`config.mk`:
```
export PLATFORM = sky130hd
export DESIGN_NAME = corelet_sequencer
export DESIGN_NICKNAME = d
export VERILOG_FILES = /design/src/rtl/corelet_sequencer.sv
export SDC_FILE = /design/constraint.sdc
export NUM_CORES = 1
export LEC_CHECK = 0
export ABC_CLOCK_PERIOD_IN_PS = 4900
export BUFFER_PORTS_ARGS = -buffer_cell sky130_fd_sc_hd__buf_2
export CAP_MARGIN = 20
export CORE_MARGIN = 5
export CORE_UTILIZATION = 50
export DETAILED_ROUTE_END_ITERATION = 8
export GPL_TIMING_DRIVEN = 0
export PLACE_DENSITY = 0.73
export SLEW_MARGIN = 20
export SYNTH_ARGS = -nofsm -noshare
export SYNTH_HDL_FRONTEND = slang
export SYNTH_SLANG_ARGS = --single-unit
```
`constraint.sdc`:
```
create_clock -name clk -period 4.9 [get_ports clk]
set_input_delay 0.245 -clock clk [delete_from_list [all_inputs] [get_ports clk]]
set_output_delay 0.245 -clock clk [all_outputs]
set_load 0.05 [all_outputs]
```
`src/rtl/corelet_sequencer.sv`:
```
// corelet_sequencer: job sequencer for an 8x8 MAC corelet.
// Runs one weight-stationary (WS) or output-stationary (OS) job per start pulse.
// It issues SRAM reads, then the matching FIFO write and read/execute strobes
// one and two cycles later. It also writes psum rows to pmem.
// Ports:
//   clk, reset          clock, synchronous active-high reset
//   start               launch a job (sampled only while idle)
//   cfg_mode/len/acc    job config, latched at launch
//   o_valid             OFIFO has a readable row
//   inst                corelet instruction bits [7:0]
//   mode                latched cfg_mode
//   output_en           OS result shift-out
//   xmem_*/wmem_*       activation/weight SRAM read port (cen active-low)
//   pmem_addr/pmem_wr   psum SRAM write port
//   busy, done          job in progress / one-cycle completion pulse
// Every output comes straight from a flop. Each output's next value is derived
// from the next state, so it lines up with the state register.
module corelet_sequencer #(
   parameter int unsigned row     = 8,
   parameter int unsigned col     = 8,
   parameter int unsigned addr_bw = 11,
   parameter int unsigned W_BASE  = 1024
) (
   input  logic               clk,
   input  logic               reset,
   input  logic               start,
   input  logic               cfg_mode,
   input  logic [7:0]         cfg_len,
   input  logic               cfg_acc,
   input  logic               o_valid,
   output logic [7:0]         inst,
   output logic               mode,
   output logic               output_en,
   output logic [addr_bw-1:0] xmem_addr,
   output logic               xmem_cen,
   output logic [addr_bw-1:0] wmem_addr,
   output logic               wmem_cen,
   output logic [addr_bw-1:0] pmem_addr,
   output logic               pmem_wr,
   output logic               busy,
   output logic               done
);

   localparam int unsigned CntW = 16;

   typedef enum logic [3:0] {
      StIdle, StWsWfill, StWsKload, StWsKgap, StWsExec,
      StDrain, StOsExec, StOsFlush, StOsOut, StDone
   } state_e;

   state_e             state_q, state_d;
   logic [CntW-1:0]    cnt_q, cnt_d, exec_last;
   logic               mode_q, mode_d, acc_q, acc_d;
   logic [7:0]         len_q, len_d;
   logic [7:0]         rd_cnt_q, rd_cnt_d, wr_cnt_q, wr_cnt_d;
   logic               ex_rd_q, ex_rd_d, ex_wr_q, ex_wr_d;
   logic [7:0]         inst_q, inst_d;
   logic               oen_q, oen_d, pwr_q, pwr_d, busy_q, busy_d, done_q, done_d;
   logic               xcen_q, xcen_d, wcen_q, wcen_d;
   logic [addr_bw-1:0] xaddr_q, xaddr_d, waddr_q, waddr_d, paddr_q, paddr_d;
   logic               ws_out, os_out, kload, x_rd, w_rd, ofifo_rd;

   always_comb begin
      state_d   = state_q;
      mode_d    = mode_q;
      len_d     = len_q;
      acc_d     = acc_q;
      exec_last = CntW'(len_q) + CntW'(1);
      unique case (state_q)
         StIdle: begin
            if (start) begin
               mode_d = cfg_mode;
               len_d  = cfg_len;
               acc_d  = cfg_acc;
               if (cfg_len == 8'd0)   state_d = StDone;
               else if (cfg_mode)     state_d = StOsExec;
               else                   state_d = StWsWfill;
            end
         end
         StWsWfill: if (cnt_q == CntW'(col))             state_d = StWsKload;
         StWsKload: if (cnt_q == CntW'(col - 1))         state_d = StWsKgap;
         StWsKgap:  if (cnt_q == CntW'(row + col - 1))   state_d = StWsExec;
         StWsExec:  if (cnt_q == exec_last)              state_d = StDrain;
         // wr_cnt_q already includes this cycle's pmem_wr
         StDrain:   if (wr_cnt_q == len_q)               state_d = StDone;
         StOsExec:  if (cnt_q == exec_last)              state_d = StOsFlush;
         StOsFlush: if (cnt_q == CntW'(row + col - 1))   state_d = StOsOut;
         StOsOut:   if (cnt_q == CntW'(row - 1))         state_d = StDone;
         StDone:    state_d = StIdle;
         default:   state_d = StIdle;
      endcase

      if (state_d != state_q)                            cnt_d = '0;
      else if (state_q == StIdle || state_q == StDrain)  cnt_d = cnt_q;
      else                                               cnt_d = cnt_q + CntW'(1);

      ws_out = (state_d == StWsExec) || (state_d == StDrain);
      os_out = (state_d == StOsOut);
      kload  = (state_d == StWsKload);
      x_rd   = ((state_d == StWsWfill) && (cnt_d < CntW'(col)))
            || (((state_d == StWsExec) || (state_d == StOsExec)) && (cnt_d < CntW'(len_d)));
      w_rd   = (state_d == StOsExec) && (cnt_d < CntW'(len_d));
      // Never pop more OFIFO rows than the job produces
      ofifo_rd = ws_out && o_valid && (rd_cnt_q < len_d);

      xcen_d  = ~x_rd;
      wcen_d  = ~w_rd;
      xaddr_d = xaddr_q;
      if (x_rd) begin
         xaddr_d = (state_d == StWsWfill) ? addr_bw'(W_BASE) + addr_bw'(cnt_d) : addr_bw'(cnt_d);
      end
      waddr_d = w_rd ? addr_bw'(cnt_d) : waddr_q;

      // Weight-fill reads only feed L0; execute strobes come from exec-phase reads
      ex_rd_d = x_rd && (state_d != StWsWfill);
      ex_wr_d = ex_rd_q;

      inst_d = {acc_d && ws_out, ofifo_rd, ~wcen_q, inst_q[5],
                ex_wr_q || kload, ~xcen_q, ex_wr_q, kload};

      pwr_d   = inst_q[6] || os_out;
      paddr_d = paddr_q;
      if (os_out)         paddr_d = addr_bw'(cnt_d);
      else if (inst_q[6]) paddr_d = addr_bw'(wr_cnt_q);

      rd_cnt_d = (state_d == StIdle) ? '0 : rd_cnt_q + 8'(ofifo_rd);
      wr_cnt_d = (state_d == StIdle) ? '0 : wr_cnt_q + 8'(inst_q[6]);

      oen_d  = os_out;
      busy_d = (state_d != StIdle);
      done_d = (state_d == StDone);
   end

   always_ff @(posedge clk) begin
      if (reset) begin
         state_q  <= StIdle;
         cnt_q    <= '0;
         mode_q   <= 1'b0;
         len_q    <= '0;
         acc_q    <= 1'b0;
         rd_cnt_q <= '0;
         wr_cnt_q <= '0;
         ex_rd_q  <= 1'b0;
         ex_wr_q  <= 1'b0;
         inst_q   <= '0;
         oen_q    <= 1'b0;
         pwr_q    <= 1'b0;
         busy_q   <= 1'b0;
         done_q   <= 1'b0;
         xcen_q   <= 1'b1;
         wcen_q   <= 1'b1;
         xaddr_q  <= '0;
         waddr_q  <= '0;
         paddr_q  <= '0;
      end else begin
         state_q  <= state_d;
         cnt_q    <= cnt_d;
         mode_q   <= mode_d;
         len_q    <= len_d;
         acc_q    <= acc_d;
         rd_cnt_q <= rd_cnt_d;
         wr_cnt_q <= wr_cnt_d;
         ex_rd_q  <= ex_rd_d;
         ex_wr_q  <= ex_wr_d;
         inst_q   <= inst_d;
         oen_q    <= oen_d;
         pwr_q    <= pwr_d;
         busy_q   <= busy_d;
         done_q   <= done_d;
         xcen_q   <= xcen_d;
         wcen_q   <= wcen_d;
         xaddr_q  <= xaddr_d;
         waddr_q  <= waddr_d;
         paddr_q  <= paddr_d;
      end
   end

   assign inst      = inst_q;
   assign mode      = mode_q;
   assign output_en = oen_q;
   assign xmem_addr = xaddr_q;
   assign xmem_cen  = xcen_q;
   assign wmem_addr = waddr_q;
   assign wmem_cen  = wcen_q;
   assign pmem_addr = paddr_q;
   assign pmem_wr   = pwr_q;
   assign busy      = busy_q;
   assign done      = done_q;

endmodule

```
Word level (Yosys, flattened, before mapping). Cells that the tools add are included.

Register bits after elaboration: 95. Bits of input ports: 14. Output and inout bits: 48. Logic and storage cells: 94.

Add/sub/neg operators: 5. Magnitude comparators: 3. Equal/unequal tests: 22. Mux-type cells: 21. Bitwise gates (word level): 4. Reductions and logical operators: 20.

Operators by type and width (count): 2-to-1 mux 4 bit (10); one-hot mux 4 bit (9 select lines) (1); 2-to-1 mux 11 bit (3); equality test 16 x 4 -> 1 bit (second input constant) (2); 2-to-1 mux 16 bit (2); equality test 4 x 3 -> 1 bit (second input constant) (7); adder 16 x 1 -> 16 bit (second input constant) (1); adder 8 x 1 -> 8 bit (2); equality test 16 x 3 -> 1 bit (second input constant) (1); equality test 16 x 9 -> 1 bit (1); < comparator 16 x 4 -> 1 bit (second input constant) (1); < comparator 16 x 8 -> 1 bit (1); 2-to-1 mux 8 bit (2); equality test 4 x 2 -> 1 bit (second input constant) (3); equality test 4 bit (second input constant) (3); adder 11 bit (first input constant) (1); adder 8 x 1 -> 9 bit (second input constant) (1); equality test 4 x 1 -> 1 bit (second input constant) (2); equality test 8 bit (1); zero test 4 bit (2); zero test 8 bit (1); < comparator 8 bit (1); logical AND 1 bit (7); logical OR 1 bit (6); other kinds (9) (13).

Longest topological paths before layout. Gate-level depths: netlist of the first run.

Depth after elaboration: 10. Depth in mapped cells: 19. Depth with buffers taken out: 17.

Least setup slack after synthesis of the first run. OpenSTA, ideal clock, no wires.

Path type: flip-flop to flip-flop. From: register cnt_q[5]. To: register waddr_q[2], in the netlist wmem_addr[2]. Setup time: 0.121 ns. Data arrival time: 3.879 ns. Data required time: 4.779 ns. Path slack: 0.900 ns. Cell stages (with the launch flop): 19. Path buffers: 3. Period minus slack after synthesis: 4.000 ns. Path through: dfxtp_1 > buf_4 > nor3_1 > nand4_2 > o31a_1 > a211o_1 > a31o_1 > buf_6 > a21oi_1 > and2_1 > ha_1 > nand4_1 > nor2_1 > nand3_1 > nand3_1 > a2111oi_4 > nand2_2 > buf_6 > mux2_4.

Word-level cells in the longest chain between the ends: 7. Elaborated cells on any way between the ends: 19. Classes of those cells: add/sub (1); order compare (1); eq/ne (6); mux (10); reduce/logical (1).

RTL lines: from (decl) (RTL line 52) `logic [CntW-1:0] cnt_q, cnt_d, exec_last;`; from (signal assigned) (RTL line 157) `cnt_q <= cnt_d;`; equality test 16 x 3 -> 1 bit (tied with other cells) (RTL line 81, 88); 2-to-1 mux 4 bit (tied with other cells) (RTL line 88) `StOsOut: if (cnt_q == CntW'(row - 1)) state_d = StDone;`; one-hot mux 4 bit (9 select lines) (RTL line 69) `unique case (state_q)`; inequality test 4 bit (RTL line 93) `if (state_d != state_q) cnt_d = '0;`; 2-to-1 mux 16 bit (*) (RTL line 93); net cnt_d[7] (RTL line 52); < comparator 16 x 8 -> 1 bit (*) (RTL line 102) `w_rd = (state_d == StOsExec) && (cnt_d < CntW'(len_d));`; logical AND 1 bit (*) (RTL line 102); to (signal assigned) (RTL line 173) `waddr_q <= waddr_d;`; to (decl) (RTL line 60) `logic [addr_bw-1:0] xaddr_q, xaddr_d, waddr_q, waddr_d, paddr_q, paddr_d;`.

Mark *: on every way through the listed nets, which the timed path passes. The rest lies on a longest branch. A chain may end at the register's enable or synchronous reset.

Worst setup path in the final report of the first run.
From: register cnt_q[1]. To: register waddr_q[2], in the netlist wmem_addr[2].

The elaborated chain is that of the path after synthesis.

==> results of run 1 <==
-- power by group --
group / switching, mW / total, mW / internal, mW
logic: 0.255 / 0.384 / 0.128
registers: 0.0193 / 0.819 / 0.799
clock network: 0.284 / 0.537 / 0.253
total: 0.559 / 1.74 / 1.18
-- repair_timing --
action                                  4_1_cts  5_1_grt
buffers inserted                              0        3
gates resized for setup                       0        1
endpoints found under the setup margin        0       22
endpoints found under the hold margin         0        0
-- per-stage QoR --
stage / power (mW) / instances / setup slack, ns
after floorplan: 1.108 / 545 / 0.8999
after global placement: 1.196 / 739 / 0.1838
after detailed placement: 1.204 / 739 / 0.09950
after CTS: 1.732 / 755 / 0.06702
after global routing: 1.810 / 758 / 0.02810
final: 1.739 / 758 / 0.3102
-- worst paths after layout --
kind,end,slack [ns],depth (start not counted)
max,wmem_addr[2],0.31,18
min,mode,0.13,3
max reg2reg,wmem_addr[2],0.31,18
min reg2reg,inst[5],0.40,1
-- worst max-delay path: stages (launching register included) --
cell,delay [ns]
dfxtp_1,0.44
ha_1,0.18
clkbuf_1,0.33
a31oi_1,0.14
o31a_1,0.26
a211o_1,0.24
a31o_1,0.20
buf_6,0.14
a21oi_2,0.34
and2_1,0.34
ha_1,0.29
nand4_1,0.15
nor2_1,0.08
nand3_1,0.10
nand3_1,0.13
a2111oi_4,0.51
nand2_2,0.14
buf_6,0.18
mux2_4,0.29
-- cells by family after synthesis --
group                    Yosys count
AO/OA/AOI/OAI                     84
buffers and inverters             54
adder cells (fa/ha/maj)           21
XOR/XNOR                          51
flip-flops                        95
AND/OR/NAND/NOR                  213
multiplexers                      27
-- layout make-up --
type	instances	area [um2]	share of cell area, %
inverter	21	78.83	1.402
buffer	33	173.9	3.093
clock buffer	10	137.6	2.448
tap	133	166.4	2.960
sequential	95	1902	33.82
multi-input combinational	396	2770	49.27
timing repair buffer	64	327.8	5.830
clock inverter	6	66.31	1.179
-- sequential cells by signal (all words and copies together), names as in the netlist, 8 cells and up --
| signal | flops |
|---|---|
| len_q | 8 |
| pmem_addr | 11 |
| wr_cnt_q | 8 |
| xmem_addr | 11 |
| cnt_q | 16 |
| rd_cnt_q | 8 |
| wmem_addr | 11 |
| inst | 8 |
-- layer usage --
| layer | GRT usage, % | part of all wire [%] | up-vias |
|---|---|---|---|
| li1 | - | - | 2063 |
| met1 | 29.60 | 45 | 2006 |
| met2 | 37.19 | 47 | 127 |
| met3 | 3.848 | 5.0 | 29 |
| met4 | 8.727 | 2.2 | 0 |
| met5 | 0 | 0 | - |
-- cells in the final DEF, fill, tap and decap left out, types with 5 or more instances in the layout --
| cell | n |
|---|---|
| nor2_1 | 58 |
| inv_1 | 21 |
| a21o_1 | 6 |
| nand4_1 | 16 |
| o311a_1 | 8 |
| clkbuf_1 | 16 |
| o21ai_0 | 16 |
| nor3_1 | 8 |
| nand2_1 | 35 |
| and3_1 | 9 |
| dfxtp_1 | 95 |
| buf_4 | 7 |
| clkbuf_8 | 10 |
| nor2b_1 | 10 |
| a21oi_1 | 13 |
| xor2_1 | 20 |
| xnor2_1 | 30 |
| a22o_1 | 8 |
| mux2i_1 | 24 |
| nand3_1 | 22 |
| ha_1 | 21 |
| o21ai_1 | 5 |
| buf_2 | 70 |
| and2_1 | 19 |
==> impl_metrics.tcl, run 1 <==
set metrics [dict create \
    area_growth_pct 14.26 \
    synth_top_family_by_area "simple AND/OR/NAND/NOR gates" \
    rsz0062_at_grt "false" \
    initial_core_util_pct 50.81 \
    clock_tree.buffer_depth 2 \
    cts_tree "built" \
    insertion_delay_ns 0.37 \
    syn_area_um2 4921 \
    grt_usage_pct 22.61 \
    dieArea_um2 11930 \
    die_y_um 109.2 \
    via_per_inst 5.574 \
    critPathLaunch "cnt_q[1]" \
    synth_edf_count 0 \
    p_leak_nw 2.468 \
    holdBufCountCts 0 \
    io_buffers 61 \
    antenna_found_initial 0 \
    grt_max_degree 17 \
    start_kind "flop" \
    slew_headroom_pct 54.13 \
    tightest_slew_ns 0.6786 \
    num_vias 4225 \
    fin_tns_setup_ns 0 \
    fin_area_um2 5623 \
    place_area_um2 5393 \
    synth_ff_type "dfxtp_1" \
    antenna_cells 0 \
    async_flop_share_pct 0 \
    netlist.area_leader.share_pct 38.65 \
    drtPass1Iterations 5 \
    cts.sinks 95 \
    synth_mux_area_share_pct 5.645 \
    slew_viol_final 0 \
    status "completed" \
    yosys.area_share.simple_pct 23.16 \
    hold_violations 0 \
    cts_buffers 9 \
    htreeDepth 3 \
    synth_area_leaders "dfxtp_1 (39%), ha_1 (5.3%), xnor2_1 (5.3%)" \
    syn-num-nets 580 \
    drc 0 \
    hp-start "cfg_mode" \
    nets 655 \
    period_share_pct 93.67 \
    grt_first_pass_wirelength_um 20820 \
    cts_root_buf "clkbuf_8" \
    end_kind "flop" \
    syn_inst 545 \
    crit_type "reg2reg" \
    cp.required_ns 5.16 \
    fillers 856 \
    synth_compound_area_share_pct 12.61 \
    yosys.area_share.adder_pct 5.339 \
    drtIter0Drc 243 \
    wl_per_cell_um 17.08 \
    drive_gt1_share_pct 18.88 \
    yosysMostFrequentCell "dfxtp_1" \
    wl_um 12950 \
    netlist_top_cells_count "dfxtp_1 (95), nor2_1 (58), nand2_1 (35), xnor2_1 (30), mux2i_1 (24)" \
    period_needed_ns 4.590 \
    synth_xor_area_share_pct 9.458 \
    avgSynthCellArea_um2 9.029 \
    fin_skew_ns 0.008906 \
    r2r_start "cnt_q[1]" \
    worst-path-max-fanout 10 \
    grt_pass1_vias 4120 \
    setup_viol 0 \
    clk_pin_slew_worst_paths_ns 0.09 \
    whs_ns 0.1296 \
    dieWidth_um 109.2 \
    ant_nets 0 \
    worstPathArrival_ns 4.85 \
    core_area_um2 9684 \
    min_path_type "in2reg" \
    ioPinCount 62 \
    synth_top_cell_by_area "dfxtp_1" \
    max_freq_mhz 217.9 \
    maxCapViolations 0 \
    overflow 0 \
    ir_worst_vdd_v 0.0001858 \
    ys_ff_latch 95 \
    hpwl_um 9826 \
    gp_congestion 0.8899 \
    yosysWarnings 0 \
    final_util_pct 58.06 \
    rows 36 \
    ys_types 67 \
    powerDensity_nw_per_um2 309.3 \
    ys_seq_area_share_pct 38.65 \
]
(Power assumes the default switching activity.)
==> inputs of run 2 (changes only) <==
Settings changed: CORE_ASPECT_RATIO from default to 0.5.
==> impl_metrics.tcl, run 2 (same netlist as run 1, synthesis figures left out) <==
set metrics [dict create \
    core_area_um2 9509 \
    initial_core_util_pct 51.75 \
    antenna_cells 0 \
    slew_headroom_pct 55.16 \
    ant_nets 0 \
    ioPinCount 62 \
    hold_violations 0 \
    drtIter0Drc 519 \
    cpMaxStageDelayCell "a2111oi_4" \
    clock_tree.buffer_depth 2 \
    ir_worst_vdd_v 0.0001880 \
    hpwl_um 9472 \
    drtPass1Iterations 5 \
    p_leak_nw 2.502 \
    cts_buffers 9 \
    min_path_type "in2reg" \
    grt_first_pass_wirelength_um 20320 \
    holdBufCountCts 0 \
    worstPathArrival_ns 4.99 \
    setup_viol 0 \
    wl_um 12520 \
    dieArea_um2 12050 \
    crit_type "reg2reg" \
    worstPathBufferInverterCount 3 \
    powerDensity_nw_per_um2 338.4 \
    largest_reg_flops 16 \
    most-common-layout-cells "dfxtp_1 (95), buf_2 (70), nor2_1 (58), nand2_1 (35), xnor2_1 (30)" \
    end_kind "flop" \
    drc 0 \
    status "completed" \
    setup_ws_ns 0.1528 \
    cp.required_ns 5.14 \
    fin_tns_setup_ns 0 \
    htreeDepth 3 \
    place_ws_ns 0.02634 \
    slew_viol_final 0 \
    die_y_um 80.15 \
    fin_skew_ns 0.005993 \
    insertion_delay_ns 0.35 \
    grt_max_degree 18 \
    tightest_slew_ns 0.6685 \
    worst-path-max-fanout 10 \
    antenna_found_initial 0 \
    dieWidth_um 150.3 \
    rows 25 \
    num_vias 4185 \
    clk_pin_slew_worst_paths_ns 0.07 \
    slowest_delay_ns 0.54 \
    cpLargestDelayFamily "compound AO/OA/AOI/OAI gates" \
    cts_root_buf "clkbuf_16" \
    via_per_inst 5.521 \
    wl_per_cell_um 16.52 \
    cts_tree "built" \
    gp_congestion 0.9346 \
    io_buffers 61 \
    maxCapViolations 0 \
    overflow 0 \
    whs_ns 0.1602 \
    nets 653 \
    final_util_pct 60.16 \
    area_growth_pct 16.25 \
    grt_usage_pct 21.63 \
    final_common_cell "dfxtp_1" \
    period_share_pct 96.88 \
    period_needed_ns 4.747 \
    grt_pass1_vias 3905 \
    regMostFlops "cnt_q" \
    drive_gt1_share_pct 18.62 \
    cts.sinks 95 \
    max_freq_mhz 210.6 \
    start_kind "flop" \
    critical_path.cell_chain "buf_2 > nor3_2 > nand4_2 > o31a_1 > a211o_1 > a31o_1 > buf_6 > a21oi_2 > and2_1 > ha_1 > nand4_1 > nor2_1 > nand3_1 > nand3_1 > a2111oi_4 > nand2_2 > buf_6 > mux2_4" \
]
run 2: cell count changes in the layout (fill, tap and decap cells not counted), sizes merged:
cell      change
clkinv        -2
clkinvlp      +1
inv           +1
buf           -2
run 2: per-layer routing:
layer | global-route usage [%] | part of all wire [%] | up-vias
li1 | - | - | 2052
met5 | 0 | 0 | -
met1 | 29.87 | 46 | 1969
met4 | 6.296 | 1.7 | 0
met2 | 33.59 | 44 | 144
met3 | 5.186 | 7.8 | 20
run 2: repair_timing:
| action | CTS | global route |
|---|---|---|
| endpoints found under the setup margin | 0 | 22 |
| setup buffers | 0 | 1 |
| gates resized for setup | 0 | 1 |
run 2: worst paths after layout:
kind | to | slack [ns] | startpoint | cells after the start
worst max-delay path | wmem_addr[2] | 0.15 | cnt_q[9] | 18
worst min-delay path | mode | 0.16 | cfg_mode | 3
worst min register to register | inst[2] | 0.41 | xmem_cen | 1
worst max register to register | wmem_addr[2] | 0.15 | cnt_q[9] | 18
run 2: area by class of cell:
class                           instances  area [um2]
Buffer                                 33       173.9
Tap cell                              135       168.9
Fill cell                             850        3789
Clock buffer                           10       239.0
Clock inverter                          6       75.07
Inverter                               21       78.83
Multi-Input combinational cell        396        2770
Timing Repair Buffer                   62       312.8
Sequential cell                        95        1902
run 2: power by group:
part / leakage (nW) / switching [mW] / total (mW) / internal (mW)
registers: 0.769 / 0.0187 / 0.818 / 0.799
logic: 1.58 / 0.253 / 0.378 / 0.125
clock network: 0.152 / 0.322 / 0.740 / 0.418
total: 2.50 / 0.594 / 1.94 / 1.34
run 2: worst register-to-register path, cell delays in order (launching register included):
cell and delay, ns:
dfxtp_1 0.30, buf_2 0.15, nor3_2 0.36, nand4_2 0.25
o31a_1 0.36, a211o_1 0.23, a31o_1 0.19, buf_6 0.14
a21oi_2 0.33, and2_1 0.38, ha_1 0.31, nand4_1 0.15
nor2_1 0.07, nand3_1 0.14, nand3_1 0.15, a2111oi_4 0.54
nand2_2 0.13, buf_6 0.17, mux2_4 0.29
run 2: stage by stage:
step	cell area [um2]	instances	power, mW
2_1_floorplan	4921	545	1.108
3_3_place_gp	5395	741	1.197
3_5_place_dp	5395	741	1.202
4_1_cts	5709	757	1.936
5_1_grt	5720	758	2.015
6_report	5720	758	1.936
